`src/rtl/fetch_unit_if.sv`:
```
// Instruction-memory request bus and fetch-to-decode valid/ready handshake.
interface fetch_unit_if #(
   parameter int unsigned DataWidth = 32
);
   logic                 imem_req;
   logic [DataWidth-1:0] imem_addr;
   logic                 imem_gnt;
   logic                 imem_rvalid;
   logic [DataWidth-1:0] imem_rdata;
   logic                 if_valid;
   logic                 if_ready;
   logic [DataWidth-1:0] if_instr;
   logic [DataWidth-1:0] if_pc;

   // fetch side
   modport master (
      output imem_req,
      output imem_addr,
      input  imem_gnt,
      input  imem_rvalid,
      input  imem_rdata,
      output if_valid,
      output if_instr,
      output if_pc,
      input  if_ready
   );

   // memory and decode side
   modport slave (
      input  imem_req,
      input  imem_addr,
      output imem_gnt,
      output imem_rvalid,
      output imem_rdata,
      input  if_valid,
      input  if_instr,
      input  if_pc,
      output if_ready
   );
endinterface

```
`src/rtl/fetch_unit.sv`:
```
// RV32I fetch stage: PC, single-outstanding imem requests, one-entry decode buffer,
// redirect on branch/jump with wrong-path response squashing.
module fetch_unit #(
   parameter int unsigned          DataWidth   = 32,
   parameter logic [DataWidth-1:0] ResetVector = '0
) (
   input  logic                 clk,
   input  logic                 rst_n,
   input  logic                 br_taken,
   input  logic                 jal,
   input  logic                 jalr,
   input  logic [DataWidth-1:0] ex_pc,
   input  logic [DataWidth-1:0] imm,
   input  logic [DataWidth-1:0] rs1_data,
   input  logic                 stall,
   fetch_unit_if.master         bus,
   output logic                 trap_misalign
);

   localparam int unsigned InstrBytes = 4;

   typedef enum logic [1:0] {
      S_IDLE = 2'd0,
      S_REQ  = 2'd1,
      S_WAIT = 2'd2
   } state_e;

   state_e               state_q, state_d;
   logic [DataWidth-1:0] pc_q, pc_d;
   logic [DataWidth-1:0] req_pc_q, req_pc_d;
   logic                 drop_q, drop_d;
   logic                 if_valid_q, if_valid_d;
   logic [DataWidth-1:0] if_instr_q, if_instr_d;
   logic [DataWidth-1:0] if_pc_q, if_pc_d;
   logic                 imem_req_q, imem_req_d;
   logic [DataWidth-1:0] imem_addr_q, imem_addr_d;
   logic                 trap_q, trap_d;

   logic [DataWidth-1:0] jalr_sum;
   logic [DataWidth-1:0] target;
   logic                 redirect;
   logic                 redir_ok;
   logic                 misalign;
   logic                 buf_free;

   // Redirect target and qualification; jal and branch share ex_pc + imm.
   always_comb begin
      jalr_sum = rs1_data + imm;
      target   = ex_pc + imm;
      if (jalr) begin
         target = jalr_sum & ~DataWidth'(1);
      end
      redirect = br_taken | jal | jalr;
      misalign = redirect & target[1];
      redir_ok = redirect & ~target[1];
      buf_free = ~if_valid_q | bus.if_ready;
   end

   // Next-state, datapath and registered-output computation.
   always_comb begin
      state_d    = state_q;
      pc_d       = pc_q;
      req_pc_d   = req_pc_q;
      drop_d     = drop_q;
      if_valid_d = if_valid_q & ~bus.if_ready;
      if_instr_d = if_instr_q;
      if_pc_d    = if_pc_q;

      unique case (state_q)
         S_IDLE: begin
            if (buf_free && !stall && !redir_ok) begin
               state_d = S_REQ;
            end
         end
         S_REQ: begin
            if (bus.imem_gnt) begin
               req_pc_d = pc_q;
               pc_d     = pc_q + DataWidth'(InstrBytes);
               state_d  = S_WAIT;
            end
         end
         S_WAIT: begin
            if (bus.imem_rvalid) begin
               if (!drop_q && !redir_ok) begin
                  if_valid_d = 1'b1;
                  if_instr_d = bus.imem_rdata;
                  if_pc_d    = req_pc_q;
               end
               drop_d  = 1'b0;
               state_d = S_IDLE;
            end
         end
         default: state_d = S_IDLE;
      endcase

      // A taken redirect wins over stall and marks any in-flight response stale.
      if (redir_ok) begin
         pc_d       = target;
         if_valid_d = 1'b0;
         if (state_q == S_REQ && bus.imem_gnt) begin
            drop_d = 1'b1;
         end else if (state_q == S_WAIT) begin
            drop_d = ~bus.imem_rvalid;
         end
      end

      imem_req_d  = (state_d == S_REQ);
      imem_addr_d = pc_d;
      trap_d      = misalign;
   end

   always_ff @(posedge clk) begin
      if (!rst_n) begin
         state_q     <= S_IDLE;
         pc_q        <= ResetVector;
         req_pc_q    <= ResetVector;
         drop_q      <= 1'b0;
         if_valid_q  <= 1'b0;
         if_instr_q  <= '0;
         if_pc_q     <= '0;
         imem_req_q  <= 1'b0;
         imem_addr_q <= ResetVector;
         trap_q      <= 1'b0;
      end else begin
         state_q     <= state_d;
         pc_q        <= pc_d;
         req_pc_q    <= req_pc_d;
         drop_q      <= drop_d;
         if_valid_q  <= if_valid_d;
         if_instr_q  <= if_instr_d;
         if_pc_q     <= if_pc_d;
         imem_req_q  <= imem_req_d;
         imem_addr_q <= imem_addr_d;
         trap_q      <= trap_d;
      end
   end

   assign bus.imem_req   = imem_req_q;
   assign bus.imem_addr  = imem_addr_q;
   assign bus.if_valid   = if_valid_q;
   assign bus.if_instr   = if_instr_q;
   assign bus.if_pc      = if_pc_q;
   assign trap_misalign  = trap_q;

endmodule

```
`src/flat_wrapper.sv`:
```
// flat-port wrapper written by rule: the top's interface ports become plain ports
module fetch_unit_flat 
#(
   parameter int unsigned          DataWidth   = 32,
   parameter logic [DataWidth-1:0] ResetVector = '0
)
  (clk, rst_n, br_taken, jal, jalr, ex_pc, imm, rs1_data, stall, trap_misalign, bus_imem_req, bus_imem_addr, bus_imem_gnt, bus_imem_rvalid, bus_imem_rdata, bus_if_valid, bus_if_instr, bus_if_pc, bus_if_ready);
  fetch_unit_if #(.DataWidth(DataWidth)) bus_i ();
  input  logic clk;
  input  logic rst_n;
  input  logic br_taken;
  input  logic jal;
  input  logic jalr;
  input  logic [DataWidth-1:0] ex_pc;
  input  logic [DataWidth-1:0] imm;
  input  logic [DataWidth-1:0] rs1_data;
  input  logic stall;
  output logic trap_misalign;
  output wire logic [$bits(bus_i.imem_req)-1:0] bus_imem_req;
  output wire logic [$bits(bus_i.imem_addr)-1:0] bus_imem_addr;
  input wire logic [$bits(bus_i.imem_gnt)-1:0] bus_imem_gnt;
  input wire logic [$bits(bus_i.imem_rvalid)-1:0] bus_imem_rvalid;
  input wire logic [$bits(bus_i.imem_rdata)-1:0] bus_imem_rdata;
  output wire logic [$bits(bus_i.if_valid)-1:0] bus_if_valid;
  output wire logic [$bits(bus_i.if_instr)-1:0] bus_if_instr;
  output wire logic [$bits(bus_i.if_pc)-1:0] bus_if_pc;
  input wire logic [$bits(bus_i.if_ready)-1:0] bus_if_ready;
  assign bus_imem_req = bus_i.imem_req;
  assign bus_imem_addr = bus_i.imem_addr;
  assign bus_i.imem_gnt = bus_imem_gnt;
  assign bus_i.imem_rvalid = bus_imem_rvalid;
  assign bus_i.imem_rdata = bus_imem_rdata;
  assign bus_if_valid = bus_i.if_valid;
  assign bus_if_instr = bus_i.if_instr;
  assign bus_if_pc = bus_i.if_pc;
  assign bus_i.if_ready = bus_if_ready;
  fetch_unit #(.DataWidth(DataWidth), .ResetVector(ResetVector)) u_core (.clk(clk), .rst_n(rst_n), .br_taken(br_taken), .jal(jal), .jalr(jalr), .ex_pc(ex_pc), .imm(imm), .rs1_data(rs1_data), .stall(stall), .bus(bus_i), .trap_misalign(trap_misalign));
endmodule
```
`config.mk`:
```
export PLATFORM = sky130hd
export DESIGN_NAME = fetch_unit_flat
export DESIGN_NICKNAME = d
export VERILOG_FILES = /design/src/rtl/fetch_unit_if.sv /design/src/rtl/fetch_unit.sv /design/src/flat_wrapper.sv
export SDC_FILE = /design/constraint.sdc
export NUM_CORES = 1
export LEC_CHECK = 0
export ABC_AREA = 1
export CAP_MARGIN = 10
export CORE_ASPECT_RATIO = 1.25
export CORE_MARGIN = 2
export CORE_UTILIZATION = 50
export CTS_BUF_LIST = sky130_fd_sc_hd__clkbuf_16
export CTS_CLUSTER_SIZE = 28
export DETAILED_ROUTE_END_ITERATION = 16
export PLACE_DENSITY = 0.79
export SYNTH_ARGS = -nofsm -noshare
export SYNTH_HDL_FRONTEND = slang
export SYNTH_SLANG_ARGS = --single-unit
```
`constraint.sdc`:
```
create_clock -name clk -period 3.8 [get_ports clk]
set_input_delay 0.76 -clock clk [delete_from_list [all_inputs] [get_ports clk]]
set_output_delay 0.76 -clock clk [all_outputs]
set_load 0.02 [all_outputs]
```
Word-level counts from Yosys, hierarchy flattened --
Cells that the tools add are included.
Storage, ports and cells: flip-flop bits (word level) 134, input port bits 137, output and inout port bits 99, word-level logic and storage cells 56
Operators by class: add/sub/neg operators 3, equal/unequal tests 3, multiplexer cells 16, bitwise operators 11, reductions and logical operators 14
Operators by type and width (count):
- 32-bit two-way mux | 4
- 32-bit adder | 2
- 32-bit by 3-bit adder with 32-bit output, second input constant | 1
- 1-bit two-way mux | 8
- 2-bit two-way mux | 3
- 2-bit case mux with 3 select lines | 1
- 1-bit NOT | 5
- 2-bit by 1-bit == test with 1-bit output, second input constant | 2
- 1-bit logical AND | 4
- 2-bit AND reduction | 2
- 2-bit nonzero test | 2
- 1-bit bitwise AND | 3
- 1-bit logical NOT | 3
- 1-bit bitwise OR | 3
- 3-bit AND reduction | 1
- 2-bit == test, second input constant | 1
- 2-bit logical NOT | 1
- 2-bit OR reduction | 1

Depth between registers and ports, before layout --
word-level depth 9, mapped depth 18

Least setup slack after synthesis --
OpenSTA, ideal clock, no wires.
path type input to register, start in ex_pc[0], end reg u_core.if_pc_q[14], in the netlist u_core.bus.if_pc[14], setup time 0.129 ns, arrival 2.397 ns, data required time 3.671 ns, slack 1.275 ns, stages 9, buffers on the path 1, cells stage by stage ha_1 fa_1 mux2i_1 nand2_1 nand2_1 clkinv_1 clkbuf_1 o21ai_0 a21oi_1
On the way: cells in the longest elaborated chain, start to end 7
Ends and longest elaborated chain:
- from (decl) | line flat_wrapper.sv:14 | input logic [DataWidth-1:0] ex_pc;
- 32-bit adder | line fetch_unit.sv:49 | target = ex_pc + imm;
- 32-bit two-way mux | line fetch_unit.sv:50 | if (jalr) begin
- 1-bit NOT | line fetch_unit.sv:55 | redir_ok = redirect & ~target[1];
- 1-bit bitwise AND | line fetch_unit.sv:55
- 1-bit logical NOT | line fetch_unit.sv:84 | if (!drop_q && !redir_ok) begin
- 1-bit logical AND | line fetch_unit.sv:84
- 3-bit AND reduction (no source line)
- to (signal assigned) | line fetch_unit.sv:131 | if_pc_q <= if_pc_d;
- to (decl) | line fetch_unit.sv:34 | logic [DataWidth-1:0] if_pc_q, if_pc_d;
No other way between the ends. A chain may end at the register's enable or synchronous reset.

Worst setup path after layout --
start in imm[0], end reg u_core.pc_q[15]
On the way: cells in the longest elaborated chain, start to end 6, elaborated cells on any way between the ends 9, classes of those cells 2 x add/sub; 2 x mux; 2 x bitwise; 3 x reduce/logical
Ends and longest elaborated chain:
- from (decl) | line flat_wrapper.sv:15 | input logic [DataWidth-1:0] imm;
- 32-bit adder (on tied branches) | line fetch_unit.sv:49, fetch_unit.sv:48
- 32-bit two-way mux (*) | line fetch_unit.sv:50
- 1-bit NOT | line fetch_unit.sv:55
- 1-bit bitwise AND | line fetch_unit.sv:55
- 2-bit nonzero test (no source line)
- 2-bit AND reduction (no source line)
- to (signal assigned) | line fetch_unit.sv:115 | pc_q <= ResetVector;
- to (signal assigned) | line fetch_unit.sv:126 | pc_q <= pc_d;
- to (decl) | line fetch_unit.sv:29 | logic [DataWidth-1:0] pc_q, pc_d;
Every way passes the cells marked *; elsewhere a longest branch is shown, timed or not.

==> metrics.yaml <==
status: "finished, final reports clean"
path_clk_slew_ns: 0.06
hold_ws_ns: 0.458
cts_buffer_depth: 2
clkLatencyLatePin_ns: 0.41
row_count: 58
endpoint_kind: "register"
fillers: 1964
gr-total-overflow: 0
worst-setup-path-type: "primary input to register"
synth_top_area_frac: 0.260
final.setup.tns_ns: 0
antenna_cells: 0
synth_top_family_by_area: "simple AND/OR/NAND/NOR gates"
ant_nets: 0
grt_pass1_wl_mm: 55.9
drc: 0
synth_compound_area_frac: 0.166
core_um2: 20200
antenna_found_initial: 0
cts_made_buffers: 17
cts_setup_buffers: 0
synth_cell_type_count: 55
die_w_um: 133
cts_resized: 0
synth_ff_type: "dfxtp_1"
drt-total-wl_mm: 35.5
period_needed_ns: 3.12
leakagePower_nw: 6.23
synth.most_common_cell: "nand2_1"
power_mw: 4.78
synthAdderAreaFrac: 0.0790
synthTopCellsByCount: "478 x nand2_1, 237 x nor2_1, 229 x inv_1"
dpl.hpwl_mm: 28.1
critPathRequiredTime_ns: 4.15
layout-drive-gt1-share: 0.0337
maxSlewViolCount: 0
finalHoldViolations: 0
synthXorXnorAreaFrac: 0.0136
synth.area.top_cells: "dfxtp_1 26%, nand2_1 17%, nor2_1 8.6%"
synthCells: 1731
vias: 12000
grt_max_degree: 100
start_util: 0.512
track_usage: 0.319
synthSimpleGateAreaFrac: 0.371
chipHeight_um: 165
cp_max_fo: 24
yosys_warnings: 0
place_congestion: 0.958
hold_class: "register to register"
synth-edff-count: 0
multi_input_area_um2: 6510
worstMarginPinSlew_ns: 1.15
rsz0062_at_grt: "no"
maxCapViolations: 0
async_flop_share: 0
first_pass_iters: 7
drt_iter0_drc: 873
syn_area_per_cell_um2: 5.96
synth.net_count: 1932
p_per_area_nw_per_um2: 355
period_share: 0.820
io_pins: 236
cts_tree: "built"
die-area_um2: 21800
setup-violations-final: 0
syn_area_um2: 10300
synthMuxAreaShare: 0.000970
ys_seq_area_frac: 0.260
htreeDepth: 4
startpoint_type: "primary input"
via_per_inst: 5.39
relSlewSlack: 0.236
nets: 2146
cts_root_buffer: "clkbuf_16"
clock_sinks: 134
ys_ff_latch: 134
cp_data_arrival_time_ns: 3.47
seq_area_um2: 2680
cts_hold_buf: 0
portBuffers: 235
ir_worst_vdd_v: 0.000357
yosys.area.top_type: "dfxtp_1"
syn_to_final_growth_pct: 30.4
grt_pass1_vias: 11400
wire_per_inst_um: 16.0
skew_ns: 0.00906
clock.fmax_mhz: 321
## layout by cell type, fill, tap and decap left out, drive strengths merged, types with 2 or more instances in the layout
cell / instances
a211oi: 5
a21oi: 125
a31oi: 4
a32o: 2
and2: 5
buf: 13
bufinv: 2
clkbuf: 17
clkdlybuf4s50: 234
clkinv: 5
clkinvlp: 3
dfxtp: 134
fa: 2
ha: 62
inv: 240
nand2: 479
nand3: 127
nand3b: 6
nand4: 21
nor2: 242
nor3: 25
nor4: 4
o211a: 2
o211ai: 5
o21a: 5
o21ai: 142
o21bai: 14
o31ai: 4
or2: 4
xnor2: 7
xor2: 9
## per-stage QoR
step                      setup slack [ns]  utilization  area [um2]  std cells
final                                0.685        0.667       13500       2228
after global placement               0.380        0.637       12900       2196
after detailed placement             0.300        0.637       12900       2196
after floorplan                       1.27            -       10300       1731
after global routing                 0.490        0.667       13500       2228
after CTS                            0.721        0.667       13500       2228
## flip-flops by register name (all words and copies together), names as in the netlist, named ones only
name	flops
u_core.req_pc_q	32
u_core.bus.if_pc	32
u_core.bus.if_valid	1
u_core.bus.if_instr	32
u_core.trap_misalign	1
u_core.pc_q	32
u_core.bus.imem_req	1
u_core.state_q	2
## kinds of logic after synthesis
family | count (synthesis)
AO/OA/AOI/OAI | 315
XOR/XNOR | 16
adder cells (fa/ha/maj) | 64
buffers and inverters | 287
flip-flops | 134
multiplexers | 1
AND/OR/NAND/NOR | 914
## where the power goes
part | switching [mW] | total (mW) | internal, mW | leakage, nW
clock | 0.657 | 1.64 | 0.984 | 0.287
combinational | 0.921 | 1.52 | 0.604 | 4.85
sequential | 0.126 | 1.62 | 1.49 | 1.09
total | 1.70 | 4.78 | 3.08 | 6.23
## path summary, 6_finish.rpt
| path | start | end | slack [ns] | cells past startpoint |
|---|---|---|---|---|
| max | imm[0] | u_core.pc_q[15] | 0.68 | 13 |
| min | u_core.req_pc_q[31] | u_core.req_pc_q[31] | 0.46 | 2 |
| max reg2reg | u_core.pc_q[3] | u_core.pc_q[30] | 1.36 | 10 |
| min reg2reg | u_core.req_pc_q[31] | u_core.req_pc_q[31] | 0.46 | 2 |
## critical path, stage by stage
cell and delay, ns:
clkdlybuf4s50_1 0.50, ha_1 0.24, fa_1 0.43, mux2i_1 0.20, nand2_1 0.10, buf_4 0.24
nand2_1 0.28, inv_1 0.20, nand2_1 0.09, o211ai_1 0.08, a31oi_1 0.20, nand2_1 0.07
inv_1 0.05
## area by class of cell
class,count,area share
Multi-Input combinational cell,1310,0.484
Sequential cell,134,0.199
Timing Repair Buffer,247,0.182
Inverter,235,0.0656
Clock buffer,17,0.0316
Tap cell,270,0.0251
Clock inverter,15,0.0126
## per-layer routing
| metal | GRT usage | share of wire |
|---|---|---|
| met5 | 0 | 0 |
| met4 | 0.144 | 0.041 |
| met3 | 0.0405 | 0.057 |
| met2 | 0.607 | 0.52 |
| met1 | 0.354 | 0.39 |
No activity file was read; power rests on OpenSTA's default activity.
